## config.mk

```make
export PLATFORM = sky130hd
export DESIGN_NAME = gpio_chain_loader
export DESIGN_NICKNAME = d
export VERILOG_FILES = /design/src/rtl/gpio_chain_loader.sv
export SDC_FILE = /design/constraint.sdc
export NUM_CORES = 1
export LEC_CHECK = 0
export BUFFER_PORTS_ARGS = -buffer_cell sky130_fd_sc_hd__buf_2
export CAP_MARGIN = 20
export CORE_ASPECT_RATIO = 0.9
export CORE_MARGIN = 5
export CORE_UTILIZATION = 38
export CTS_CLUSTER_DIAMETER = 80
export CTS_CLUSTER_SIZE = 16
export DETAILED_ROUTE_END_ITERATION = 6
export PLACE_DENSITY = 0.58
export SYNTH_ARGS = -nofsm -noshare
export SYNTH_HDL_FRONTEND = slang
export SYNTH_SLANG_ARGS = --single-unit
```

## constraint.sdc

```tcl
create_clock -name serial_clock -period 4.3 [get_ports serial_clock]
set_input_delay 0 -clock serial_clock [delete_from_list [all_inputs] [get_ports serial_clock]]
set_output_delay 0 -clock serial_clock [all_outputs]
set_load 0.02 [all_outputs]
```

## src/rtl/gpio_chain_loader.sv

```systemverilog
// rtl/gpio_chain_loader.sv - GPIO pad-configuration serial chain sequencer
// Shifts a per-pad shadow array into the pad chain (farthest pad first), then strobes serial_load.
module gpio_chain_loader #(
    parameter int                       NO_PAD        = 38,
    parameter int                       PAD_CTRL_BITS = 13,
    parameter logic [PAD_CTRL_BITS-1:0] DEF_CFG       = 13'h1800,
    parameter logic [NO_PAD-1:0]        DEF_SKIP      = '0,
    parameter int                       LOAD_CYCLES   = 2
) (
    input  logic                     serial_clock,
    input  logic                     resetn,
    input  logic                     cfg_we,
    input  logic [5:0]               cfg_addr,
    input  logic [PAD_CTRL_BITS-1:0] cfg_wdata,
    output logic [PAD_CTRL_BITS-1:0] cfg_rdata,
    input  logic                     skip_we,
    input  logic [NO_PAD-1:0]        skip_wdata,
    output logic [NO_PAD-1:0]        skip_mask,
    input  logic                     start,
    input  logic                     abort,
    output logic                     busy,
    output logic                     done,
    output logic                     cfg_err,
    output logic                     shift_enb,
    output logic                     serial_data,
    output logic                     serial_load
);

    typedef enum logic [1:0] {
        ST_IDLE,
        ST_SHIFT,
        ST_GAP,
        ST_LOAD
    } state_t;

    localparam logic [3:0] B_FULL = 4'(PAD_CTRL_BITS - 1);
    localparam logic [3:0] B_SKIP = 4'(PAD_CTRL_BITS - 2);
    localparam logic [5:0] P_LAST = 6'(NO_PAD - 1);
    localparam logic [3:0] L_END  = 4'(LOAD_CYCLES);
    localparam logic [6:0] NP7    = 7'(NO_PAD);

    logic [PAD_CTRL_BITS-1:0] shadow_q [NO_PAD];
    logic [PAD_CTRL_BITS-1:0] shadow_d [NO_PAD];
    logic [NO_PAD-1:0]        skip_q, skip_d;
    state_t                   state_q, state_d;
    logic [5:0]               pad_q, pad_d;
    logic [3:0]               bit_q, bit_d;
    logic [3:0]               load_q, load_d;
    logic                     busy_q, busy_d;
    logic                     done_q, done_d;
    logic                     cfg_err_q, cfg_err_d;
    logic                     shift_enb_q, shift_enb_d;
    logic                     serial_data_q, serial_data_d;
    logic                     serial_load_q, serial_load_d;
    logic                     addr_ok;
    logic [5:0]               pad_dec;

    assign addr_ok = ({1'b0, cfg_addr} < NP7);
    assign pad_dec = pad_q - 6'd1;

    always_comb begin
        cfg_rdata = '0;
        if (addr_ok) begin
            cfg_rdata = shadow_q[cfg_addr];
        end
    end

    always_comb begin
        shadow_d      = shadow_q;
        skip_d        = skip_q;
        state_d       = state_q;
        pad_d         = pad_q;
        bit_d         = bit_q;
        load_d        = load_q;
        busy_d        = busy_q;
        done_d        = 1'b0;
        cfg_err_d     = 1'b0;
        shift_enb_d   = shift_enb_q;
        serial_data_d = serial_data_q;
        serial_load_d = serial_load_q;

        // The chain reads the shadow live while shifting, so writes are refused when busy.
        if (cfg_we) begin
            if (busy_q || !addr_ok) begin
                cfg_err_d = 1'b1;
            end else begin
                shadow_d[cfg_addr] = cfg_wdata;
            end
        end
        if (skip_we) begin
            if (busy_q) begin
                cfg_err_d = 1'b1;
            end else begin
                skip_d = skip_wdata;
            end
        end

        case (state_q)
            ST_IDLE: begin
                shift_enb_d   = 1'b0;
                serial_load_d = 1'b0;
                busy_d        = 1'b0;
                if (start) begin
                    state_d = ST_SHIFT;
                    pad_d   = P_LAST;
                    bit_d   = skip_d[NO_PAD-1] ? B_SKIP : B_FULL;
                    busy_d  = 1'b1;
                end
            end
            ST_SHIFT: begin
                shift_enb_d   = 1'b1;
                serial_data_d = shadow_q[pad_q][bit_q];
                if (bit_q != 4'd0) begin
                    bit_d = bit_q - 4'd1;
                end else if (pad_q != 6'd0) begin
                    pad_d = pad_dec;
                    bit_d = skip_q[pad_dec] ? B_SKIP : B_FULL;
                end else begin
                    state_d = ST_GAP;
                end
            end
            ST_GAP: begin
                shift_enb_d   = 1'b0;
                serial_load_d = 1'b0;
                load_d        = 4'd0;
                state_d       = ST_LOAD;
            end
            default: begin
                // One extra LOAD cycle drops serial_load so done lines up with busy falling.
                shift_enb_d = 1'b0;
                if (load_q == L_END) begin
                    serial_load_d = 1'b0;
                    done_d        = 1'b1;
                    busy_d        = 1'b0;
                    state_d       = ST_IDLE;
                end else begin
                    serial_load_d = 1'b1;
                    load_d        = load_q + 4'd1;
                end
            end
        endcase

        if (abort && (state_q != ST_IDLE)) begin
            state_d       = ST_IDLE;
            shift_enb_d   = 1'b0;
            serial_load_d = 1'b0;
            busy_d        = 1'b0;
            done_d        = 1'b0;
        end
    end

    always_ff @(posedge serial_clock or negedge resetn) begin
        if (!resetn) begin
            for (int i = 0; i < NO_PAD; i++) begin
                shadow_q[i] <= DEF_CFG;
            end
            skip_q        <= DEF_SKIP;
            state_q       <= ST_IDLE;
            pad_q         <= '0;
            bit_q         <= '0;
            load_q        <= '0;
            busy_q        <= 1'b0;
            done_q        <= 1'b0;
            cfg_err_q     <= 1'b0;
            shift_enb_q   <= 1'b0;
            serial_data_q <= 1'b0;
            serial_load_q <= 1'b0;
        end else begin
            shadow_q      <= shadow_d;
            skip_q        <= skip_d;
            state_q       <= state_d;
            pad_q         <= pad_d;
            bit_q         <= bit_d;
            load_q        <= load_d;
            busy_q        <= busy_d;
            done_q        <= done_d;
            cfg_err_q     <= cfg_err_d;
            shift_enb_q   <= shift_enb_d;
            serial_data_q <= serial_data_d;
            serial_load_q <= serial_load_d;
        end
    end

    assign skip_mask   = skip_q;
    assign busy        = busy_q;
    assign done        = done_q;
    assign cfg_err     = cfg_err_q;
    assign shift_enb   = shift_enb_q;
    assign serial_data = serial_data_q;
    assign serial_load = serial_load_q;

endmodule

```

# Yosys cells after proc, flatten, opt, wreduce, memory -nomap -nowiden
# Index checks and enable logic that the tools add are counted.
# W data, S select, Z words.
[totals]
romBits = 0
latch_bits = 0
output_inout_bits = 57
ramBits = 0
n_memories = 0
regBits = 554
inputBits = 63
[op_classes]
n_shift = 0
n_bitwise = 5
eq_ne = 13
addsub = 3
n_div = 0
n_mul = 0
reduce_logical = 22
magnitude_cmp = 6
n_mux = 50
[op_table]
columns = ["op", "count"]
rows = [
  ["$bwmux W494", 1],
  ["$bmux W13 S6", 2],
  ["$demux W13 S6", 1],
  ["$mux W13", 6],
  ["$mux W38", 2],
  ["$mux W6", 3],
  ["$mux W1", 16],
  ["$mux W4", 4],
  ["$pmux W4 S2", 2],
  ["$ge A7 B7 Y1 const B", 2],
  ["$not A6 Y7", 2],
  ["$ne A3 B3 Y1 const B", 4],
  ["$pmux W6 S2", 1],
  ["$mux W2", 5],
  ["$ne A2 B2 Y1 const B", 4],
  ["$reduce_and A2 Y1", 4],
  ["$reduce_and A4 Y1", 2],
  ["$lt A6 B7 Y1 const B", 1],
  ["$lt A7 B1 Y1 const B", 1],
  ["$bmux W1 S6", 1],
  ["$lt A6 B6 Y1 const B", 1],
  ["$mux W3", 2],
  ["$pmux W2 S3", 1],
  ["$reduce_bool A6 Y1", 1],
  ["other kinds (22)", 30],
]

# Longest topological paths before layout
[depth]
word_depth = 7
ltp_mapped = 14
ltp_nobuf = 9

# Worst setup path before layout
# Ideal clock, no wire load.
[synth_timing]
path_kind = "flip-flop to flip-flop"
start = "register pad_q[0]"
end = "register bit_q[0]"
period_less_slack_ps = 3331
slack_ps = 969
required_ps = 4174
arrival_ps = 3205
path_stages_with_launch = 14
path_cell_list = "dfrtp_1 -> buf_6 -> buf_12 -> buf_6 -> buf_6 -> inv_1 -> ha_1 -> clkbuf_1 -> mux4_2 -> mux4_2 -> nor2b_1 -> nor2_1 -> o31ai_1 -> o32a_1"
[synth_between]
elab_chain_cells = 7
elab_cells_between_ends = 10
[synth_rtl]
columns = ["item", "line_no", "rtl"]
rows = [
  ["from (decl)", "46", "logic [5:0] pad_q, pad_d;"],
  ["from (signal assigned)", "172", "pad_q <= pad_d;"],
  ["$sub A6 B1 Y6", "59", "assign pad_dec = pad_q - 6'd1;"],
  ["$bmux W1 S6", "117", "bit_d = skip_q[pad_dec] ? B_SKIP : B_FULL;"],
  ["$mux W1 (implied by the code)", "117", ""],
  ["$mux W3", "117", ""],
  ["$mux W4", "115", "end else if (pad_q != 6'd0) begin"],
  ["$mux W4", "113", "if (bit_q != 4'd0) begin"],
  ["$pmux W4 S2", "98", "case (state_q)"],
  ["to (signal assigned)", "173", "bit_q <= bit_d;"],
  ["to (decl)", "47", "logic [3:0] bit_q, bit_d;"],
]
# Several ways; a longest one is shown, not always the timed one. The select of a mux whose other input is x is not followed.
# A chain may end at the register's enable or synchronous reset.

# Final worst setup path
[layout_timing]
start = "register pad_q[0]"
end = "register serial_data_q, in the netlist serial_data"
[layout_between]
elab_chain_cells = 6
[layout_rtl]
columns = ["item", "line_no", "rtl"]
rows = [
  ["$not A6 Y7 (implied by the code)", "112", "serial_data_d = shadow_q[pad_q][bit_q];"],
  ["$bmux W13 S6", "112", ""],
  ["$mux W13 (implied by the code) (2 in a row)", "112", ""],
  ["$bmux W1 S4", "112", ""],
  ["$mux W1 (implied by the code)", "112", ""],
  ["to (signal assigned)", "179", "serial_data_q <= serial_data_d;"],
  ["to (decl)", "53", "logic serial_data_q, serial_data_d;"],
]
# Every way passes these cells. The select of a mux whose other input is x is not followed.

==> key figures <==
Worst setup path
  • Critical Path RT: about 4800 ps
  • Worst path max stage delay: about 660 ps
  • Critical Path End Type: register
  • CP arrival: just under 4000 ps
  • Most used cell, CP: mux4_2
  • Crit path max-delay family: multiplexers
  • Worst path buffer plus inverter count: 1
  • Slowest-stage cell, CP: dfrtp_4
  • Crit path kind: register to register
  • CP cell instances: buf_4 -> mux4_2 -> mux4_2 -> a311oi_1 -> nor4_1 -> or3_1 -> o2111a_1
  • Crit path max fanout: 21
  • Crit start category: register

GRT
  • Largest net degree at the start of global routing: 109
  • Vias in the first global route: about 21000
  • Initial antenna violation count: 7
  • First-pass GRT wire length: 147000 um
  • Grt ovf: 0
  • Global Route Usage Sum: 0.236

Timing
  • Clock Skews: about 25 ps
  • Final worst setup slack: a little over 800 ps
  • Tcrit/Tclk final: 0.809
  • Fin. max-slew vios: 0
  • Max Fclk: between 0.2 and 0.3 GHz
  • Minimum clock period: 3480 ps
  • Tightest Pin Transition: approximately 1100 ps
  • RSZ-0062 raised after global routing: no
  • TNS Setup: 0 ps
  • Final setup viols: 0
  • Slew headroom: 0.296
  • Final hold viol count: 0
  • Worst hold slack: 77.9 ps

Route
  • DR vias: approximately 21000
  • Initial DRC count: ~2500
  • Via density: approximately 6.4
  • Total Wirelength: 99200 um
  • Drc violations: 0
  • Post-DRT Antenna Nets: 0
  • DR pass1 iterations: 6
  • Mean routed wirelength per cell: 30.0 um

Status
  • Outcome: finished clean

Clock tree
  • Clock root cell: clkbuf_16
  • CTS buffer count: 40
  • Postcts setup bufs: 0
  • Clock sink count: approximately 550
  • CTS Buffer Depth: 3
  • Hold-fix buffers, CTS: 44
  • Clock Latency Late Sink: around 600 ps
  • H-Tree Depth: 2
  • TritonCTS clock tree: yes
  • Worst-path clk slew: about 80 ps
  • Post-CTS sizing: 0

Floorplan
  • Die W: between 300 and 400 um
  • Die H: ~270 um
  • Site Rows: 96
  • Starting density of the core: 0.381
  • Core footprint: around 0.076 sq mm
  • I/O pin count: between 100 and 150
  • Die area: 0.0818 sq mm

Yosys
  • Synth Area in Simple Gates: 0.0428
  • Compound-cell area share of the yosys netlist: 0.111
  • Synthesized area per cell: ~13 sq um
  • Number of synthesized flops with an enable pin: 0
  • Synth area leaders: dfrtp_1 (41%), mux2_2 (21%), mux4_2 (9.4%), dfstp_2 (6.9%), a22oi_1 (5.0%)
  • Seq cells post-synth: 554
  • Yosys top cell area share: 0.413
  • Mux contribution to synthesized area: 0.324
  • Mapped Nets: about 2300
  • Dominant synthesized flop cell: dfrtp_1
  • Sequential area share after synthesis: 0.482
  • Post-synthesis adder-cell area fraction: 0.00346
  • Post-synth cell types: between 60 and 70
  • Post-synthesis xor/xnor area fraction: 0.000908
  • Mapped Cells: approximately 2200
  • Synth Cell Area: around 0.029 sq mm
  • Async SR Flop Fraction: 1.00
  • Largest family of logic cells by synthesized area: multiplexers
  • Largest area contributor in the netlist: dfrtp_1
  • Yosys warns: 0

Layout
  • Area Growth Syn to Fin: 11.5%
  • # nets final: 2329
  • Share of cells above drive strength 1: 0.444
  • Finished Layout Cells: approximately 3300

Placed design
  • Final GP Congestion: ~0.9
  • DP Wirelength: around 63000 um
  • DP Cell Count: 3201
  • Setup slack at placement: 864 ps
  • PortBufs: approximately 120

Pwr
  • Static leakage: around 0.014 uW
  • Max IR drop VDD: approximately 0.31 mV
  • PD cells: 465 mW/mm^2
  • Total power: about 15000 uW

Worst hold path
  • Hold Path Class: input port to asynchronous set/reset pin

Job
  • Max_cap viols: 0
[cells in the mapped netlist (8+ instances only)]
cell type / number
dfrtp_1: 478
nor2b_1: 10
a22oi_1: 193
o22ai_1: 11
dfstp_2: 76
o21ai_0: 42
clkbuf_1: 150
buf_6: 10
o221ai_1: 9
mux4_2: 121
inv_1: 16
nor3_1: 8
o211ai_1: 8
a21oi_1: 32
a221oi_1: 39
mux2i_1: 34
nand3_1: 14
nand2_1: 62
a22o_1: 30
buf_1: 36
a31oi_1: 10
nor2_1: 59
buf_2: 16
ha_1: 8
nand2b_1: 12
mux2_2: 544
nand4_1: 39
[where the power goes]
group	switching (uW)	total, uW	leakage [uW]	internal, uW
logic	2200	4220	0.00631	2020
clock network	1910	3660	0.000536	1750
registers	911	7120	0.00710	6200
total	5020	15000	0.0140	9980
[kinds of logic after synthesis]
| kind of cell | Yosys count |
|---|---|
| AOI/OAI and AO/OA | 433 |
| buffers and inverters | 236 |
| adders and majority gates | 8 |
| muxes | 706 |
| and+or+nand+nor | 245 |
| DFF | 554 |
| xor gates and xnor gates | 3 |
[final timing paths]
path / start / endpoint / slack, ps / cells past startpoint
setup / recovery: pad_q[0]$_DFFE_PN0P_ / serial_data$_DFFE_PN0N_ / 820 / 7
hold / removal: resetn / skip_mask[6]$_DFFE_PN0P_ / 80 / 2
setup reg to reg: pad_q[0]$_DFFE_PN0P_ / serial_data$_DFFE_PN0N_ / 820 / 7
hold reg to reg: serial_load$_DFFE_PN0N_ / serial_load$_DFFE_PN0N_ / 500 / 1
max in group asynchronous: resetn / shadow_q[210]$_DFFE_PN0P_ / 3050 / 3
min in group serial_clock: cfg_wdata[12] / shadow_q[415]$_DFFE_PN1P_ / 80 / 2
[layout by cell type, fill, tap and decap left out, drive strengths merged, types with 7 or more instances in the layout]
cell type    synthesis  routed
dfstp               76      76
a22o                30      30
nand2               62      62
o21ai               42      42
nand3               14      14
buf                 69     206
and2                 7       7
and3                 7       7
o211ai               8       8
mux4               128     128
nor2                59      59
inv                 16      19
o221ai               9       9
nor2b               10      10
mux2               544     544
a22oi              193     193
nor3                 8       8
dfrtp              478     478
nand2b              12      12
o22ai               11      11
a21oi               32      32
a31oi               10      10
mux2i               34      34
a221oi              39      39
nand4               39      39
clkbuf             150      56
o31ai                7       7
ha                   8       8
dlygate4sd3          0      44
[registers in the layout (all words and copies together), names as in the netlist]
signal	cells
done	1
skip_mask	38
shift_enb	1
state_q	2
serial_data	1
serial_load	1
load_q	4
busy	1
shadow_q	494
cfg_err	1
bit_q	4
pad_q	6
[area by class of cell]
cell class,instances,area (sq um)
tap,1029,1290
inverter,17,63.8
multi-input combinational,1395,14000
sequential,554,14000
clock buffer,56,1080
clock inverter,3,23.8
timing repair buffer,250,1860
antenna,1,2.50
fill,6954,43600
[stage by stage]
| step | instance area [sq um] | utilization |
|---|---|---|
| 4_1_cts | 32300 | 0.425 |
| 5_1_grt | 32300 | 0.425 |
| 2_1_floorplan | 28900 | - |
| 3_5_place_dp | 30700 | 0.405 |
| 6_report | 32300 | 0.425 |
| 3_3_place_gp | 30700 | 0.405 |
[metal layers]
metal,vias up,global-route usage,share of wire
met2,1260,0.368,0.45
met4,8,0.0760,0.035
met5,-,0,0.00059
li1,8595,-,-
met1,11100,0.331,0.42
met3,232,0.0519,0.098
No activity file was read; power rests on OpenSTA's default activity.
